--- src/rtl/sddr_pkg.sv ---
// Purpose: shared types and widths for the sddr_ctrl front end (port arbiter and its peers).
// Latency: n/a (types and constants only).
// Backpressure: n/a.
package sddr_pkg;

  // Byte address: BANK 3 + ROW 13 + COL 10 + 1.
  localparam int SDDR_ADDR_BITS  = 27;
  // One burst: BURST_LENGTH 8 x DATA_BITS 16.
  localparam int SDDR_BURST_BITS = 128;

  typedef enum logic [1:0] {
    ARB_IDLE     = 2'd0,
    ARB_ISSUE    = 2'd1,
    ARB_WAIT_RSP = 2'd2
  } arb_state_t;

endpackage

--- src/rtl/sddr_rr_picker.sv ---
// Purpose: combinational round-robin picker; first set request strictly after last_i, wrapping.
// Latency: 0 cycles (pure combinational).
// Backpressure: none; the caller decides whether to act on the grant.
// Ports: req_i request vector, last_i last granted index -> grant_o one-hot, idx_o index, any_o.
module sddr_rr_picker #(
  parameter int NUM_PORTS = 4,
  parameter int IDX_BITS  = $clog2(NUM_PORTS)
) (
  input  logic [NUM_PORTS-1:0] req_i,
  input  logic [IDX_BITS-1:0]  last_i,
  output logic [NUM_PORTS-1:0] grant_o,
  output logic [IDX_BITS-1:0]  idx_o,
  output logic                 any_o
);

  logic [2*NUM_PORTS-1:0] dbl_req;
  logic [2*NUM_PORTS-1:0] mask;
  logic [2*NUM_PORTS-1:0] masked;

  assign any_o = |req_i;

  // Requests are duplicated side by side. The lower copy is masked to positions
  // above last_i and the upper copy is left open, so a plain lowest-bit-first
  // priority search over the double vector yields the wrapped round-robin order
  // without needing NUM_PORTS to be a power of two.
  always_comb begin
    dbl_req = {req_i, req_i};
    for (int i = 0; i < 2*NUM_PORTS; i++) begin
      mask[i] = (i > int'(last_i));
    end
    masked  = dbl_req & mask;
    idx_o   = '0;
    grant_o = '0;
    for (int i = 2*NUM_PORTS-1; i >= 0; i--) begin
      if (masked[i]) begin
        idx_o = (i >= NUM_PORTS) ? IDX_BITS'(i - NUM_PORTS) : IDX_BITS'(i);
      end
    end
    if (any_o) begin
      grant_o[idx_o] = 1'b1;
    end
  end

endmodule

--- src/rtl/sddr_port_arbiter.sv ---
// Purpose: round-robin share of the single sddr_ctrl data command port; one transaction in flight.
// Latency: grant->cmd_valid 1 cycle; controller rsp->rsp_ready_o 1 cycle (registered pulse).
// Backpressure: holds the command until data_cmd_ack_i; other requesters wait with valid held.
// Ports: req_* per-port requests / req_ack_o accept pulse; rsp_* shared response; data_cmd_* and
//        data_rsp_ready_i/data_data_i to the controller; busy_o, owner_o status.
module sddr_port_arbiter
  import sddr_pkg::*;
#(
  parameter int NUM_PORTS      = 4,
  parameter int ADDR_BITS      = SDDR_ADDR_BITS,
  parameter int DATA_WIDTH     = SDDR_BURST_BITS,
  parameter int TIMEOUT_CYCLES = 1024
) (
  input  logic                                  cpu_clock_i,
  input  logic                                  reset_i,
  input  logic [NUM_PORTS-1:0]                  req_valid_i,
  input  logic [NUM_PORTS-1:0][ADDR_BITS-1:0]   req_address_i,
  input  logic [NUM_PORTS-1:0]                  req_write_i,
  input  logic [NUM_PORTS-1:0][DATA_WIDTH-1:0]  req_data_i,
  output logic [NUM_PORTS-1:0]                  req_ack_o,
  output logic [NUM_PORTS-1:0]                  rsp_ready_o,
  output logic [DATA_WIDTH-1:0]                 rsp_data_o,
  output logic                                  rsp_error_o,
  output logic                                  data_cmd_valid_o,
  output logic [ADDR_BITS-1:0]                  data_cmd_address_o,
  output logic                                  data_cmd_write_o,
  output logic [DATA_WIDTH-1:0]                 data_cmd_data_o,
  input  logic                                  data_cmd_ack_i,
  input  logic                                  data_rsp_ready_i,
  input  logic [DATA_WIDTH-1:0]                 data_data_i,
  output logic                                  busy_o,
  output logic [$clog2(NUM_PORTS)-1:0]          owner_o
);

  localparam int          IDX_BITS   = $clog2(NUM_PORTS);
  localparam bit          WDOG_EN    = (TIMEOUT_CYCLES != 0);
  localparam logic [31:0] WDOG_LIMIT = WDOG_EN ? 32'(TIMEOUT_CYCLES - 1) : 32'hFFFF_FFFF;

  arb_state_t              state_q, state_d;
  logic [IDX_BITS-1:0]     owner_q, owner_d;
  logic [IDX_BITS-1:0]     last_grant_q, last_grant_d;
  logic [ADDR_BITS-1:0]    cmd_addr_q, cmd_addr_d;
  logic                    cmd_write_q, cmd_write_d;
  logic [DATA_WIDTH-1:0]   cmd_data_q, cmd_data_d;
  logic [31:0]             wdog_q, wdog_d;
  logic [NUM_PORTS-1:0]    rsp_ready_q, rsp_ready_d;
  logic                    rsp_error_q, rsp_error_d;
  logic [DATA_WIDTH-1:0]   rsp_data_q, rsp_data_d;

  logic [NUM_PORTS-1:0]    pick_onehot;
  logic [IDX_BITS-1:0]     pick_idx;
  logic                    pick_any;
  logic [NUM_PORTS-1:0]    req_ack;

  sddr_rr_picker #(
    .NUM_PORTS (NUM_PORTS),
    .IDX_BITS  (IDX_BITS)
  ) u_picker (
    .req_i   (req_valid_i),
    .last_i  (last_grant_q),
    .grant_o (pick_onehot),
    .idx_o   (pick_idx),
    .any_o   (pick_any)
  );

  always_comb begin
    state_d      = state_q;
    owner_d      = owner_q;
    last_grant_d = last_grant_q;
    cmd_addr_d   = cmd_addr_q;
    cmd_write_d  = cmd_write_q;
    cmd_data_d   = cmd_data_q;
    wdog_d       = wdog_q;
    rsp_ready_d  = '0;
    rsp_error_d  = 1'b0;
    rsp_data_d   = rsp_data_q;
    req_ack      = '0;

    case (state_q)
      ARB_IDLE: begin
        if (pick_any) begin
          req_ack     = pick_onehot;
          owner_d     = pick_idx;
          cmd_addr_d  = req_address_i[pick_idx];
          cmd_write_d = req_write_i[pick_idx];
          cmd_data_d  = req_data_i[pick_idx];
          state_d     = ARB_ISSUE;
        end
      end
      ARB_ISSUE: begin
        // Fairness pointer moves only once the controller has taken the command.
        if (data_cmd_ack_i) begin
          last_grant_d = owner_q;
          wdog_d       = '0;
          state_d      = ARB_WAIT_RSP;
        end
      end
      ARB_WAIT_RSP: begin
        if (data_rsp_ready_i) begin
          rsp_data_d           = data_data_i;
          rsp_ready_d[owner_q] = 1'b1;
          state_d              = ARB_IDLE;
        end else if (WDOG_EN && (wdog_q == WDOG_LIMIT)) begin
          // Timeout keeps the previous read data on rsp_data_o.
          rsp_ready_d[owner_q] = 1'b1;
          rsp_error_d          = 1'b1;
          state_d              = ARB_IDLE;
        end else if (wdog_q != 32'hFFFF_FFFF) begin
          wdog_d = wdog_q + 32'd1;
        end
      end
      default: state_d = ARB_IDLE;
    endcase
  end

  always_ff @(posedge cpu_clock_i) begin
    if (reset_i) begin
      state_q      <= ARB_IDLE;
      owner_q      <= '0;
      last_grant_q <= IDX_BITS'(NUM_PORTS - 1);
      cmd_addr_q   <= '0;
      cmd_write_q  <= 1'b0;
      cmd_data_q   <= '0;
      wdog_q       <= '0;
      rsp_ready_q  <= '0;
      rsp_error_q  <= 1'b0;
      rsp_data_q   <= '0;
    end else begin
      state_q      <= state_d;
      owner_q      <= owner_d;
      last_grant_q <= last_grant_d;
      cmd_addr_q   <= cmd_addr_d;
      cmd_write_q  <= cmd_write_d;
      cmd_data_q   <= cmd_data_d;
      wdog_q       <= wdog_d;
      rsp_ready_q  <= rsp_ready_d;
      rsp_error_q  <= rsp_error_d;
      rsp_data_q   <= rsp_data_d;
    end
  end

  // The accept pulse is combinational, so mask it while reset is held.
  assign req_ack_o          = req_ack & {NUM_PORTS{~reset_i}};
  assign rsp_ready_o        = rsp_ready_q;
  assign rsp_error_o        = rsp_error_q;
  assign rsp_data_o         = rsp_data_q;
  assign data_cmd_valid_o   = (state_q == ARB_ISSUE);
  assign data_cmd_address_o = cmd_addr_q;
  assign data_cmd_write_o   = cmd_write_q;
  assign data_cmd_data_o    = cmd_data_q;
  assign busy_o             = (state_q != ARB_IDLE);
  assign owner_o            = owner_q;

endmodule

--- config.mk ---
export PLATFORM = sky130hd
export DESIGN_NAME = sddr_port_arbiter
export DESIGN_NICKNAME = d
export VERILOG_FILES = /design/src/rtl/sddr_pkg.sv /design/src/rtl/sddr_rr_picker.sv /design/src/rtl/sddr_port_arbiter.sv
export SDC_FILE = /design/constraint.sdc
export NUM_CORES = 1
export LEC_CHECK = 0
export BUFFER_PORTS_ARGS = -buffer_cell sky130_fd_sc_hd__buf_2
export CORE_AREA = 2 2 410 412
export CTS_CLUSTER_DIAMETER = 150
export DETAILED_ROUTE_END_ITERATION = 16
export DIE_AREA = 0 0 412 414
export SLEW_MARGIN = 5
export SYNTH_ARGS = -nofsm -noshare
export SYNTH_HDL_FRONTEND = slang
export SYNTH_SLANG_ARGS = --single-unit
--- constraint.sdc ---
create_clock -name cpu_clock_i -period 3.65 [get_ports cpu_clock_i]
set_input_delay 0.73 -clock cpu_clock_i [delete_from_list [all_inputs] [get_ports cpu_clock_i]]
set_output_delay 0.73 -clock cpu_clock_i [all_outputs]
set_load 0.1 [all_outputs]
# [After elaboration in Yosys (flattened, before gate mapping)]
# Index checks and enable logic that the tools add are counted.
[totals] in_bits=760 out_inout_bits=297 elab_cells=78 regBits=327
[classes] n_eq_ne=10 n_addsub=1 n_reduce_logical=13 magnitude_cmp=7 muxes=33 bitwise_logic=4
[ops] operator="$bmux W128 S2" count=1
[ops] operator="$mux W128" count=1
[ops] operator="$mux W32" count=4
[ops] operator="$pmux W32 S2" count=1
[ops] operator="$bmux W27 S2" count=1
[ops] operator="$add A32 B1 Y32 const B" count=1
[ops] operator="$eq A32 B10 Y1 const B" count=1
[ops] operator="$ne A32 B32 Y1 const B" count=1
[ops] operator="$mux W27" count=1
[ops] operator="$mux W2" count=12
[ops] operator="$mux W4" count=4
[ops] operator="$and A8 B8 Y8" count=1
[ops] operator="$ne A2 B2 Y1 const B" count=4
[ops] operator="$lt A2 B3 Y1 const B" count=2
[ops] operator="$pmux W2 S3" count=1
[ops] operator="$reduce_and A2 Y1" count=3
[ops] operator="$reduce_and A5 Y1" count=1
[ops] operator="$and A4 B4 Y4" count=1
[ops] operator="$demux W1 S2" count=2
[ops] operator="$ge A2 B1 Y1 const B" count=2
[ops] operator="$gt A2 B2 Y1 const A" count=2
[ops] operator="$mux W1" count=4
[ops] operator="$reduce_bool A2 Y1" count=2
[ops] operator="$reduce_or A4 Y1" count=1
[ops] operator="12 further kinds" count=14

# [Logic depth before layout (Yosys ltp)]
# Gate-level depths: netlist of the first run.
[logic_depth] depth_word=17 depth_mapped=9 ltp_nobuf=7

# [Cells and area by module]
# A second synthesis of the first run with hierarchy kept.
[unflattened] cells_unflattened=1778 hier_area_um2=15901.5
[modules_own_cells] mod="sddr_port_arbiter" area_each_um2=15716.3 cells_each=1749 seq_area_each_um2=6546.3 n_inst=1
[modules_own_cells] mod="sddr_rr_picker" area_each_um2=185.2 cells_each=29 seq_area_each_um2=0.0 n_inst=1

# [Worst setup path before layout of the first run]
# No wires, ideal clock.
[synth_timing] path_kind="input -> output" from="input req_valid_i[3]" to="output req_ack_o[0]" path_buffers=2 required_ps=2920 t_arrival_ps=3989 stages=6 slack_ps=-1069 path_cell_list="nor2_1 nor3_1 a211oi_1 clkbuf_1 clkbuf_1 nor3b_1"
[synth_via] elab_chain_len=16 elab_cells_between_ends=18 classes_between="2 x order compare; 12 x mux; 2 x bitwise; 2 x reduce/logical"
[synth_lines] element="start, declared" line="sddr_port_arbiter.sv:16" source="input logic [NUM_PORTS-1:0] req_valid_i,"
[synth_lines] element="$and A8 B8 Y8" line="sddr_rr_picker.sv:31" source="masked = dbl_req & mask;"
[synth_lines] element="$mux W2 (8 in a row)" line="sddr_rr_picker.sv:35" source="if (masked[i]) begin"
[synth_lines] element="$lt A2 B3 Y1 (implied by the code) or $ge A2 B1 Y1 (tied branches)" line="sddr_rr_picker.sv:40" source="grant_o[idx_o] = 1'b1;"
[synth_lines] element="$logic_and A1 B1 Y1 (implied by the code)" line="sddr_rr_picker.sv:40"
[synth_lines] element="$mux W1 (implied by the code)" line="sddr_rr_picker.sv:40"
[synth_lines] element="$demux W1 S2"
[synth_lines] element="$mux W4 (*)" line="sddr_port_arbiter.sv:81" source="if (pick_any) begin"
[synth_lines] element="$mux W4 (*)" line="sddr_port_arbiter.sv:79" source="case (state_q)"
[synth_lines] element="$and A4 B4 Y4 (*)" line="sddr_port_arbiter.sv:143" source="assign req_ack_o = req_ack & {NUM_PORTS{~reset_i}};"
[synth_lines] element="end, declared" line="sddr_port_arbiter.sv:20" source="output logic [NUM_PORTS-1:0] req_ack_o,"
# Mark *: on every way between the ends. The rest lies on a longest branch, timed or not.

# [Worst setup path after layout of the first run]
[layout_timing] from="register last_grant_q[0]" to="output req_ack_o[0]"
[layout_via] elab_chain_len=13 elab_cells_between_ends=16 classes_between="5 x order compare; 8 x mux; 2 x bitwise; 1 x reduce/logical"
[layout_lines] element="start, declared" line="sddr_port_arbiter.sv:41" source="logic [IDX_BITS-1:0] last_grant_q, last_grant_d;"
[layout_lines] element="start signal, assigned" line="sddr_port_arbiter.sv:120" source="last_grant_q <= IDX_BITS'(NUM_PORTS - 1);"
[layout_lines] element="start signal, assigned" line="sddr_port_arbiter.sv:131" source="last_grant_q <= last_grant_d;"
[layout_lines] element="$gt A2 B2 Y1" line="sddr_rr_picker.sv:29" source="mask[i] = (i > int'(last_i));"
[layout_lines] element="$and A8 B8 Y8 (*)" line="sddr_rr_picker.sv:31"
[layout_lines] element="$mux W2 (2 in a row)" line="sddr_rr_picker.sv:35"
[layout_lines] element="$mux W2 (*) (2 in a row)" line="sddr_rr_picker.sv:35"
[layout_lines] element="$lt A2 B3 Y1 (implied by the code) or $ge A2 B1 Y1 (tied branches)" line="sddr_rr_picker.sv:40"
[layout_lines] element="$logic_and A1 B1 Y1 (implied by the code)" line="sddr_rr_picker.sv:40"
[layout_lines] element="$mux W1 (implied by the code)" line="sddr_rr_picker.sv:40"
[layout_lines] element="$demux W1 S2 (*)"
[layout_lines] element="$mux W4 (*)" line="sddr_port_arbiter.sv:81"
[layout_lines] element="$mux W4 (*)" line="sddr_port_arbiter.sv:79"
[layout_lines] element="$and A4 B4 Y4 (*)" line="sddr_port_arbiter.sv:143"
# Marks and branches as above.

==> results.txt, run 1 <==
Outcome = finished clean
Total power = 13600 µW
Sequential share of the synthesized area = 0.392
CP Capture Type = primary output
Clk_skew = 0.0401 ns
Worst-path clk slew = 0.07 ns
Via density = 3.70
TritonCTS clock tree = built
Buf/Inv on CP = 2
Crit-path cells = nand2b_1 > o21ai_0 > a211oi_4 > buf_12 > nor3b_2 > buf_12
Area of the multi-input gates = 0.00950 mm²
Ports = 1057
Worst path required time = 2.92 ns
Post-CTS setup buffers = 0
CP arrival = 2.64 ns
Crit-path max FO = 34
Initial antenna violation count = 54
PnR worst setup slack = 0.275 ns
Layout area overhead = 57.1%
Crit path max-delay family = compound AO/OA/AOI/OAI gates
Worst Path Class, Setup = register to primary output
Detail Route Antenna Nets = 0
Placed Area = 0.0246 mm²
Core area = 0.166 mm²
Total CTS buffers = 45
Layout cell share with drive strength beyond 1 = 0.439
PwrDens = 519 mW/mm²
Share of power burned in registers = 0.296
Hpwl dp = 92.4 mm
Worst-Margin Slew = 0.936 ns
Clock Sinks = 327
Fin nets = 3785
Psw = 5650 µW
Internal = 7950 µW
Clk_lat worst skew = 0.64 ns
Syn_area_per_cell = 8.10 µm²
Worst setup SP type = register
IO Port Bufs = 1056
Final Hold Fails = 0
H-tree Lvls = 2
Worst hold margin = 0.339 ns
Place WS = 0.320 ns
Core Util, Final = 0.158
Design Area, Final = 0.0262 mm²
# hold bufs at CTS = 0
Clock Power Share = 0.358
Hold Path Class = input pin to register
Largest net degree at the start of global routing = 112
GP Congestion = 0.969
Fraction of synthesis flops using an asynchronous set or reset pin = 0
CTS Root Buffer Type = clkbuf_16
Cells after Synth = 2060
Primary FF master, synth = dfxtp_1
Critical Path Most Common Cell = buf_12
Crit-path max cell delay = 0.49 ns
DRC Markers = 0
Vias in the first global route = 18600
Net Count, Synth = 2821
Die Wd = 412 µm
EDFF count, synth = 0
#FFs+latches synth = 327
Netlist cell types = 47
Die area = 0.171 mm²
Final wirelength = 113 mm
Pre-antenna DRT Iters = 5
Reg area = 0.00655 mm²
Combinational Power Share = 0.346
Maximum clock rate = 296 MHz
Max IR drop VDD = 0.000353 V
Final period util = 0.925
Vias after detailed routing = 19500
Sw frac = 0.416
Wire length per cell = 21.4 µm
Clock Tree Buf Depth = 3
Relative slew slack = 0.376
Area of the mapped netlist = 0.0167 mm²
Initial drt markers = 1269
Final Max Tran Viols = 0
Cell row count = 150
RSZ-0062 raised after global routing = false
GRT Total Usage = 0.126
Max Cap Viol = 0
GR Overflow Total = 0
Critical-path top delay cell = dfxtp_1
Synth warn = 0
Global-route wire length before repair = 150 mm
P_leak = 0.0111 µW
Post-layout min period = 3.37 ns
Final setup violating endpoints = 0
Fillers = 19000
Initial Util = 0.100
DIE HEIGHT = 414 µm
Post-cts resize count = 0
## cell type report
| type | instances | share of cell area |
|---|---|---|
| inverters | 2 | 0.000286 |
| multi-input cells | 1556 | 0.362 |
| clock inverters | 25 | 0.0141 |
| diodes | 22 | 0.00210 |
| repair buffers | 1092 | 0.220 |
| clock buffers | 58 | 0.0467 |
| flip-flops and latches | 327 | 0.250 |
| well taps | 2204 | 0.105 |
## path summary, 6_finish.rpt
check	end	slack [ns]	startpoint	cells past startpoint
max	req_ack_o[0]	0.28	last_grant_q[0]	6
max reg2reg	wdog_q[20]	0.63	wdog_q[0]	7
min	rsp_data_o[97]	0.34	data_data_i[97]	3
min reg2reg	data_cmd_data_o[39]	0.45	data_cmd_data_o[39]	2
## cells in the mapped netlist (3+ instances only)
library cell | number | share of area
a21oi_1 | 306 | 0.092
o21ai_1 | 5 | 0.0015
buf_2 | 19 | 0.0057
a211oi_1 | 4 | 0.0018
o31ai_1 | 15 | 0.0067
dfxtp_1 | 327 | 0.39
nor2_1 | 33 | 0.0074
nand4_1 | 5 | 0.0019
or4_1 | 5 | 0.0022
clkbuf_1 | 143 | 0.032
a31oi_1 | 6 | 0.0022
mux2i_1 | 156 | 0.094
or3_1 | 3 | 0.0011
nand2_1 | 595 | 0.13
nor4_1 | 5 | 0.0019
o21a_1 | 4 | 0.0018
and3_1 | 8 | 0.0030
nor3_1 | 6 | 0.0018
nand3_1 | 12 | 0.0036
and2_1 | 6 | 0.0022
o211ai_1 | 159 | 0.072
o41ai_1 | 5 | 0.0026
nand3b_1 | 3 | 0.0013
and4_1 | 3 | 0.0016
a41oi_1 | 3 | 0.0016
mux2_2 | 156 | 0.11
nand2b_1 | 10 | 0.0037
nor3b_1 | 3 | 0.0013
o21ai_0 | 20 | 0.0060
buf_1 | 9 | 0.0020
## worst reg2reg max path: stages, from the launching register on
cell	delay, ns
dfxtp_1	0.40
ha_1	0.22
nand3_1	0.19
or3_1	0.60
or4_4	0.61
a21boi_4	0.60
o21ai_0	0.20
o41ai_1	0.09
## layer usage
metal  up-vias  part of all wire  track usage
li1       9189                 -            -
met1      9299              0.41        0.152
met2       875              0.48        0.211
met3       159             0.079       0.0324
met4        16             0.036       0.0489
met5         -            0.0010            0
## power groups by stage
stage                     logic, µW  clock network, µW  registers [µW]
after detailed placement       4740                  0            4100
after CTS                      4750               5060            4020
after global placement         4710                  0            4090
final                          4700               4870            4030
after global routing           4960               5160            4050
after floorplan                1440                  0            5930
## layout by cell type, fill, tap and decap left out, types with 3 or more instances in the layout
cell	n
nor4_1	5
and3_1	8
nand2b_1	10
o41ai_1	5
nand3b_1	3
clkinvlp_4	3
or4_1	5
a41oi_1	3
buf_12	15
o21ai_0	20
nand4_1	5
diode_2	22
o31ai_1	15
nor2_1	32
buf_4	23
and4_1	3
mux2i_1	156
or3_1	3
and2_1	5
nand2_1	594
clkbuf_8	5
clkinv_2	9
nor3_1	5
o211ai_1	159
a31oi_1	6
clkbuf_16	45
o21ai_1	5
dfxtp_1	327
mux2_2	156
clkbuf_1	8
nand3_1	12
o21a_1	4
bufinv_16	7
a21oi_1	305
buf_2	1053
## state kept, by name, summed over array words and instances, names as in the netlist
name,flops
data_cmd_data_o,128
rsp_ready_o,4
state_q,2
data_cmd_address_o,27
wdog_q,32
rsp_error_o,1
rsp_data_o,128
owner_o,2
data_cmd_write_o,1
last_grant_q,2
## cells by family (layout without fill, tap and decap cells)
logic type	after synthesis	after routing	synth area share
and+or+nand+nor	707	707	0.173
adders and majority gates	1	1	0.000750
muxes	312	312	0.199
buffers and inverters	177	1177	0.0426
DFF	327	327	0.392
other	0	22	0
AOI/OAI and AO/OA	536	536	0.193
## through the flow
step           std cells  TNS (ns)
2_1_floorplan       2060    -0.127
3_3_place_gp        5181         0
5_1_grt             5276         0
4_1_cts             5264         0
3_5_place_dp        5181         0
6_report            5286         0
Power figures use the tool's default switching activity.
==> inputs of run 2 (changes only) <==
- BUFFER_PORTS_ARGS: -buffer_cell sky130_fd_sc_hd__buf_2 -> -buffer_cell sky130_fd_sc_hd__buf_4
==> run 2 against run 1 <==
Worst hold slack better by 0.0057 ns. Wire length decreased by 0.15%. Non-clock buffer count up 15. Core utilization grew 1.5 points. Global-route usage shrank 0.051 points. Die area is the same. Clock-buffer cell count up 2. Sequential share of layout area fell by 2.2 points. Largest cell class unchanged.
==> results.txt, run 2 (synthesis gave the netlist of run 1 again) <==
Outcome = finished clean
Relative slew slack = 0.253 (-0.123)
CP Capture Type = primary output
Max Cap Viol = 0 (unchanged)
Post-CTS setup buffers = 0 (unchanged)
Clock Power Share = 0.333 (-0.025)
Post-layout min period = 3.39 ns (+0.0174 ns)
GP Congestion = 0.973 (+0.38%)
Vias in the first global route = 18800 (+0.65%)
Final Hold Fails = 0 (unchanged)
H-tree Lvls = 2 (unchanged)
Critical path origin = state_q[1]
Fin nets = 3801 (+0.42%)
DRC Markers = 0 (unchanged)
Clock Sinks = 327 (unchanged)
Maximum clock rate = 295 MHz (-0.51%)
TritonCTS clock tree = built
IO Port Bufs = 1056 (unchanged)
PwrDens = 476 mW/mm² (-8.2%)
Min-Delay Startpoint = data_data_i[105]
Global-route wire length before repair = 151 mm (+0.32%)
Clock Tree Buf Depth = 3 (unchanged)
# hold bufs at CTS = 0 (unchanged)
Worst setup SP type = register
Clk_skew = 0.0356 ns (-0.00450 ns)
Total CTS buffers = 46 (+2.2%)
Final period util = 0.929 (+0.00477)
Worst path required time = 2.92 ns (about the same)
Layout cell share with drive strength beyond 1 = 0.442 (+0.00233)
Core area = 0.166 mm² (unchanged)
CTS Root Buffer Type = clkbuf_16
Psw = 5630 µW (-0.39%)
Layout area overhead = 72.5%
CP arrival = 2.66 ns (+0.02 ns)
Most common cell after layout, fill and taps aside = buf_4
Max IR drop VDD = 0.000304 V (-14%)
Initial Util = 0.100 (unchanged)
GR Overflow Total = 0 (unchanged)
Hold Path Class = input pin to register
Wire length per cell = 21.4 µm (-0.15%)
DIE HEIGHT = 414 µm (unchanged)
Initial antenna violation count = 35 (-35%)
Worst-path clk slew = 0.07 ns (about the same)
Design Area, Final = 0.0288 mm² (+9.8%)
Placed Area = 0.0273 mm² (+11%)
Largest net degree at the start of global routing = 109 (-2.7%)
Cell row count = 150 (unchanged)
Worst Path Class, Setup = register to primary output
Share of power burned in registers = 0.295 (about the same)
Crit Reg-Reg Startpoint = wdog_q[0]
Crit-path max FO = 5 (-85%)
GRT Total Usage = 0.125 (-0.000509)
Internal = 8070 µW (+1.5%)
Ports = 1057 (unchanged)
Combinational Power Share = 0.372 (+0.026)
Die area = 0.171 mm² (unchanged)
Die Wd = 412 µm (unchanged)
Worst-Margin Slew = 1.12 ns (+0.185 ns)
Hpwl dp = 94.4 mm (+2.2%)
Clk_lat worst skew = 0.63 ns (about the same)
RSZ-0062 raised after global routing = false
Vias after detailed routing = 19400 (-0.77%)
Initial drt markers = 1249 (-1.6%)
Detail Route Antenna Nets = 0 (unchanged)
Sw frac = 0.411 (-0.00465)
P_leak = 0.0118 µW (+6.3%)
Final Max Tran Viols = 0 (unchanged)
Final setup violating endpoints = 0 (unchanged)
Total power = 13700 µW (+0.74%)
Pre-antenna DRT Iters = 5 (unchanged)
Post-route setup TNS = 0 ns (unchanged)
Post-cts resize count = 0 (unchanged)
Via density = 3.67 (-0.77%)
Core Util, Final = 0.173 (+0.0154)
Most frequent cells in the layout = buf_4 (1095), nand2_1 (594), dfxtp_1 (327)
Final wirelength = 113 mm (-0.15%)
==> run 2: cell count changes in the layout (fill, tap and decap cells not counted), moves of 3 or more <==
cell / before / now
clkinv_2: 9 / 6
buf_2: 1053 / 0
buf_12: 15 / 11
bufinv_16: 7 / 2
buf_4: 23 / 1095
diode_2: 22 / 11
==> run 2: layout make-up <==
cell class | count | area [µm²]
fill | 18800 | 138000
multi-input combinational | 1556 | 9500
timing repair buffer | 1107 | 8460
sequential | 327 | 6550
tap | 2204 | 2760
clock buffer | 60 | 1270
clock inverter | 19 | 213
antenna | 11 | 27.5
inverter | 2 | 7.51
==> run 2: final timing paths <==
| check | slack, ns | end | cells past startpoint |
|---|---|---|---|
| max reg2reg | 0.55 | wdog_q[25] | 7 |
| max | 0.26 | req_ack_o[0] | 5 |
| min reg2reg | 0.45 | rsp_data_o[82] | 2 |
| min | 0.34 | rsp_data_o[105] | 3 |
==> run 2: power groups by stage <==
stage / Clock (µW) / Sequential (µW) / Combinational, µW
global placement: 0 / 4100 / 5120
CTS: 4750 / 4030 / 5150
finish: 4560 / 4040 / 5100
floorplan: 0 / 5930 / 1440
detailed placement: 0 / 4110 / 5140
global route: 4850 / 4060 / 5350
==> run 2: routing by layer <==
metal | share of wire | global-route usage | up-vias
li1 | - | - | 9214
met1 | 0.41 | 0.148 | 9208
met2 | 0.48 | 0.210 | 798
met3 | 0.080 | 0.0377 | 151
met4 | 0.038 | 0.0513 | 16
met5 | 0.0010 | 0 | -
==> run 2: critical path, cell delays in order, from the launching register on <==
cell      delay (ns)
dfxtp_1         0.34
or2_2           0.41
a21oi_4         0.54
nand2b_1        0.22
nor3b_2         0.20
buf_4           0.31
==> run 2: stage by stage <==
step	std cells	setup WS [ns]	hold slack, ns
global placement	5196	0.498	0.443
global route	5279	0.220	0.316
finish	5286	0.258	0.344
floorplan	2060	-0.127	0.450
CTS	5275	0.193	0.287
detailed placement	5196	0.479	0.448
==> inputs of run 3 (changes only) <==
- ABC_AREA: default -> 1
- CORE_AREA: 2 2 410 412 -> 2 2 414 416
- DIE_AREA: 0 0 412 414 -> 0 0 416 418
- SKIP_LAST_GASP: default -> 1
==> run 3 against run 2 <==
Via count is 34% higher. Setup slack better by 0.14 ns. Register-to-register slack improved by 0.31 ns. Area after synthesis is 22% higher. Synthesized cell count up 61%. Global-route usage increased by 2.0 points. Cell count grew 23%. Combinational power is 14% higher. Clock power up 12%. Final area up 12%. Sequential power rose by 1%. Flip-flop and latch count did not move. Largest power group unchanged.
==> results.txt, run 3 <==
Outcome = finished clean
Initial antenna violation count = 45 (+29%)
Pre-antenna DRT Iters = 6 (+1)
Max Cap Viol = 0 (unchanged)
Synth area leaders = dfxtp_1 (32%), nand2_1 (17%), nand3_1 (16%), nand3b_1 (12%), inv_1 (9.8%)
Worst-path clk slew = 0.06 ns (about the same)
Cells after Synth = 3310 (+61%)
Layout cell share with drive strength beyond 1 = 0.283 (-0.159)
Relative slew slack = 0.313 (+0.0606)
Wire length per cell = 20.8 µm (-2.7%)
Placed Area = 0.0305 mm² (+12%)
Crit-path max FO = 3 (-2)
Non-filler cells, final = 6478 (+23%)
Primary FF master, synth = dfxtp_1
Commonest cells in the netlist = nand2_1 (923), nand3_1 (656), inv_1 (532)
Net Count, Synth = 4071 (+44%)
Max IR drop VDD = 0.000333 V (+9.4%)
DRC Markers = 0 (unchanged)
Global-route wire length before repair = 182 mm (+21%)
Worst setup SP type = register
Final setup violating endpoints = 0 (unchanged)
Fraction of synthesis flops using an asynchronous set or reset pin = 0 (unchanged)
Fin nets = 4969 (+31%)
Cell row count = 151 (+0.67%)
Core area = 0.169 mm² (+1.7%)
DIE HEIGHT = 418 µm (+0.97%)
Maximum clock rate = 307 MHz (+4.2%)
Ports = 1057 (unchanged)
# hold bufs at CTS = 0 (unchanged)
Design Area, Final = 0.0322 mm² (+12%)
#FFs+latches synth = 327 (unchanged)
Post-cts resize count = 0 (unchanged)
Syn_area_per_cell = 6.15 µm² (-24%)
GRT Total Usage = 0.145 (+0.0199)
Total CTS buffers = 45 (-2.2%)
CP arrival = 2.52 ns (-0.14 ns)
Yosys top cell area share = 0.322 (-0.0705)
Hpwl dp = 105 mm (+12%)
Worst-Margin Slew = 1.03 ns (-0.0909 ns)
Final Max Tran Viols = 0 (unchanged)
PwrDens = 466 mW/mm² (-2.2%)
Clock Tree Buf Depth = 3 (unchanged)
Layout area overhead = 58.2%
Area of the mapped netlist = 0.0203 mm² (+22%)
P_leak = 0.0160 µW (+36%)
Psw = 6460 µW (+15%)
RSZ-0062 raised after global routing = false
Combinational Power Share = 0.386 (+0.014)
Post-CTS setup buffers = 0 (unchanged)
Vias in the first global route = 24000 (+28%)
Via density = 4.01 (+9.3%)
Hold Path Class = input pin to register
TritonCTS clock tree = built
PnR worst setup slack = 0.396 ns (+0.138 ns)
Clock Sinks = 327 (unchanged)
Die Wd = 416 µm (+0.97%)
Initial drt markers = 2482 (+99%)
Worst Path Class, Setup = register to primary output
H-tree Lvls = 2 (unchanged)
Final Hold Fails = 0 (unchanged)
Placed cell count = 6379 (+23%)
Worst path required time = 2.92 ns (about the same)
CP Capture Type = primary output
Most frequent cells in the layout = buf_4 (1079), nand2_1 (922), nand3_1 (656)
Reg area = 0.00655 mm² (unchanged)
EDFF count, synth = 0 (unchanged)
GP Congestion = 1.06 (+8.8%)
Netlist cell types = 32 (-32%)
Final period util = 0.891 (-0.0379)
Count leader, synth = nand2_1
Clock Power Share = 0.340 (+0.007)
CTS Root Buffer Type = clkbuf_16
Clk_skew = 0.0518 ns (+0.0162 ns)
GR Overflow Total = 0 (unchanged)
Post-layout min period = 3.25 ns (-0.138 ns)
Place WS = 0.414 ns (-0.0655 ns)
Total power = 15000 µW (+9.4%)
Internal = 8530 µW (+5.7%)
Die area = 0.174 mm² (+1.9%)
Sw frac = 0.431 (+0.0199)
Clk_lat worst skew = 0.65 ns (+0.02 ns)
Final wirelength = 135 mm (+19%)
Most common cell after layout, fill and taps aside = buf_4
Fillers = 19400 (+2.8%)
IO Port Bufs = 1056 (unchanged)
Detail Route Antenna Nets = 0 (unchanged)
Synth warn = 0 (unchanged)
Initial Util = 0.120 (+0.0199)
Area of the multi-input gates = 0.0107 mm² (+13%)
Yosys top cell by area = dfxtp_1
Sequential share of the synthesized area = 0.322 (-0.0705)
Share of power burned in registers = 0.274 (-0.021)
Vias after detailed routing = 26000 (+34%)
Largest net degree at the start of global routing = 141 (+29%)
-- run 3: changes by cell type after synthesis, moves of 156 or more --
cell	change
o211ai_1	-156
mux2i_1	-156
inv_1	+530
nand2_1	+328
nand3_1	+644
mux2_2	-156
nand3b_1	+310
-- run 3: final timing paths --
check / slack (ns) / end / startpoint / cells after the start
worst max register to register: 0.86 / data_cmd_data_o[65] / state_q[0] / 9
worst max-delay path: 0.40 / req_ack_o[0] / state_q[0] / 6
worst min-delay path: 0.36 / rsp_data_o[62] / data_data_i[62] / 3
worst min register to register: 0.46 / rsp_data_o[92] / rsp_data_o[92] / 2
-- run 3: kinds of logic (layout without fill, tap and decap cells) --
group | Yosys count | after routing | synth area share
DFF | 327 | 327 | 0.322
xor gates and xnor gates | 7 | 7 | 0.00301
adders and majority gates | 1 | 1 | 0.000615
AOI/OAI and AO/OA | 175 | 175 | 0.0446
buffers and inverters | 779 | 1713 | 0.155
and+or+nand+nor | 2021 | 2021 | 0.475
other | 0 | 16 | 0
-- run 3: power groups by stage --
stage	Clock, µW	Combinational (µW)	Sequential, µW
floorplan	0	1780	6130
global placement	0	5780	4160
detailed placement	0	5800	4170
CTS	5310	5810	4090
global route	5420	6100	4130
finish	5100	5790	4100
-- run 3: critical path: stages (launching register included) --
cell and delay (ns):
dfxtp_1 0.35, nor2_1 0.36, nand2_8 0.10, a21oi_4 0.16, inv_1 0.18, nor3_2 0.35, buf_4 0.37
-- run 3: stage by stage --
stage          TNS, ns  hold WS [ns]  utilization
2_1_floorplan    -1.39         0.446            -
3_3_place_gp         0         0.449        0.180
3_5_place_dp         0         0.453        0.180
4_1_cts              0         0.276        0.190
5_1_grt              0         0.308        0.190
6_report             0         0.357        0.190
-- run 3: area by class of cell --
| type | instances | share of cell area |
|---|---|---|
| clock buffers | 57 | 0.0392 |
| repair buffers | 1095 | 0.261 |
| inverters | 535 | 0.0625 |
| clock inverters | 26 | 0.0128 |
| well taps | 2218 | 0.0862 |
| flip-flops and latches | 327 | 0.203 |
| diodes | 16 | 0.00124 |
| multi-input cells | 2204 | 0.333 |
-- run 3: routing by layer --
layer,up-vias,track usage,share of wire
li1,12200,-,-
met1,12200,0.181,0.40
met2,1340,0.235,0.46
met3,183,0.0406,0.10
met4,14,0.0584,0.039
met5,-,0,0.00068
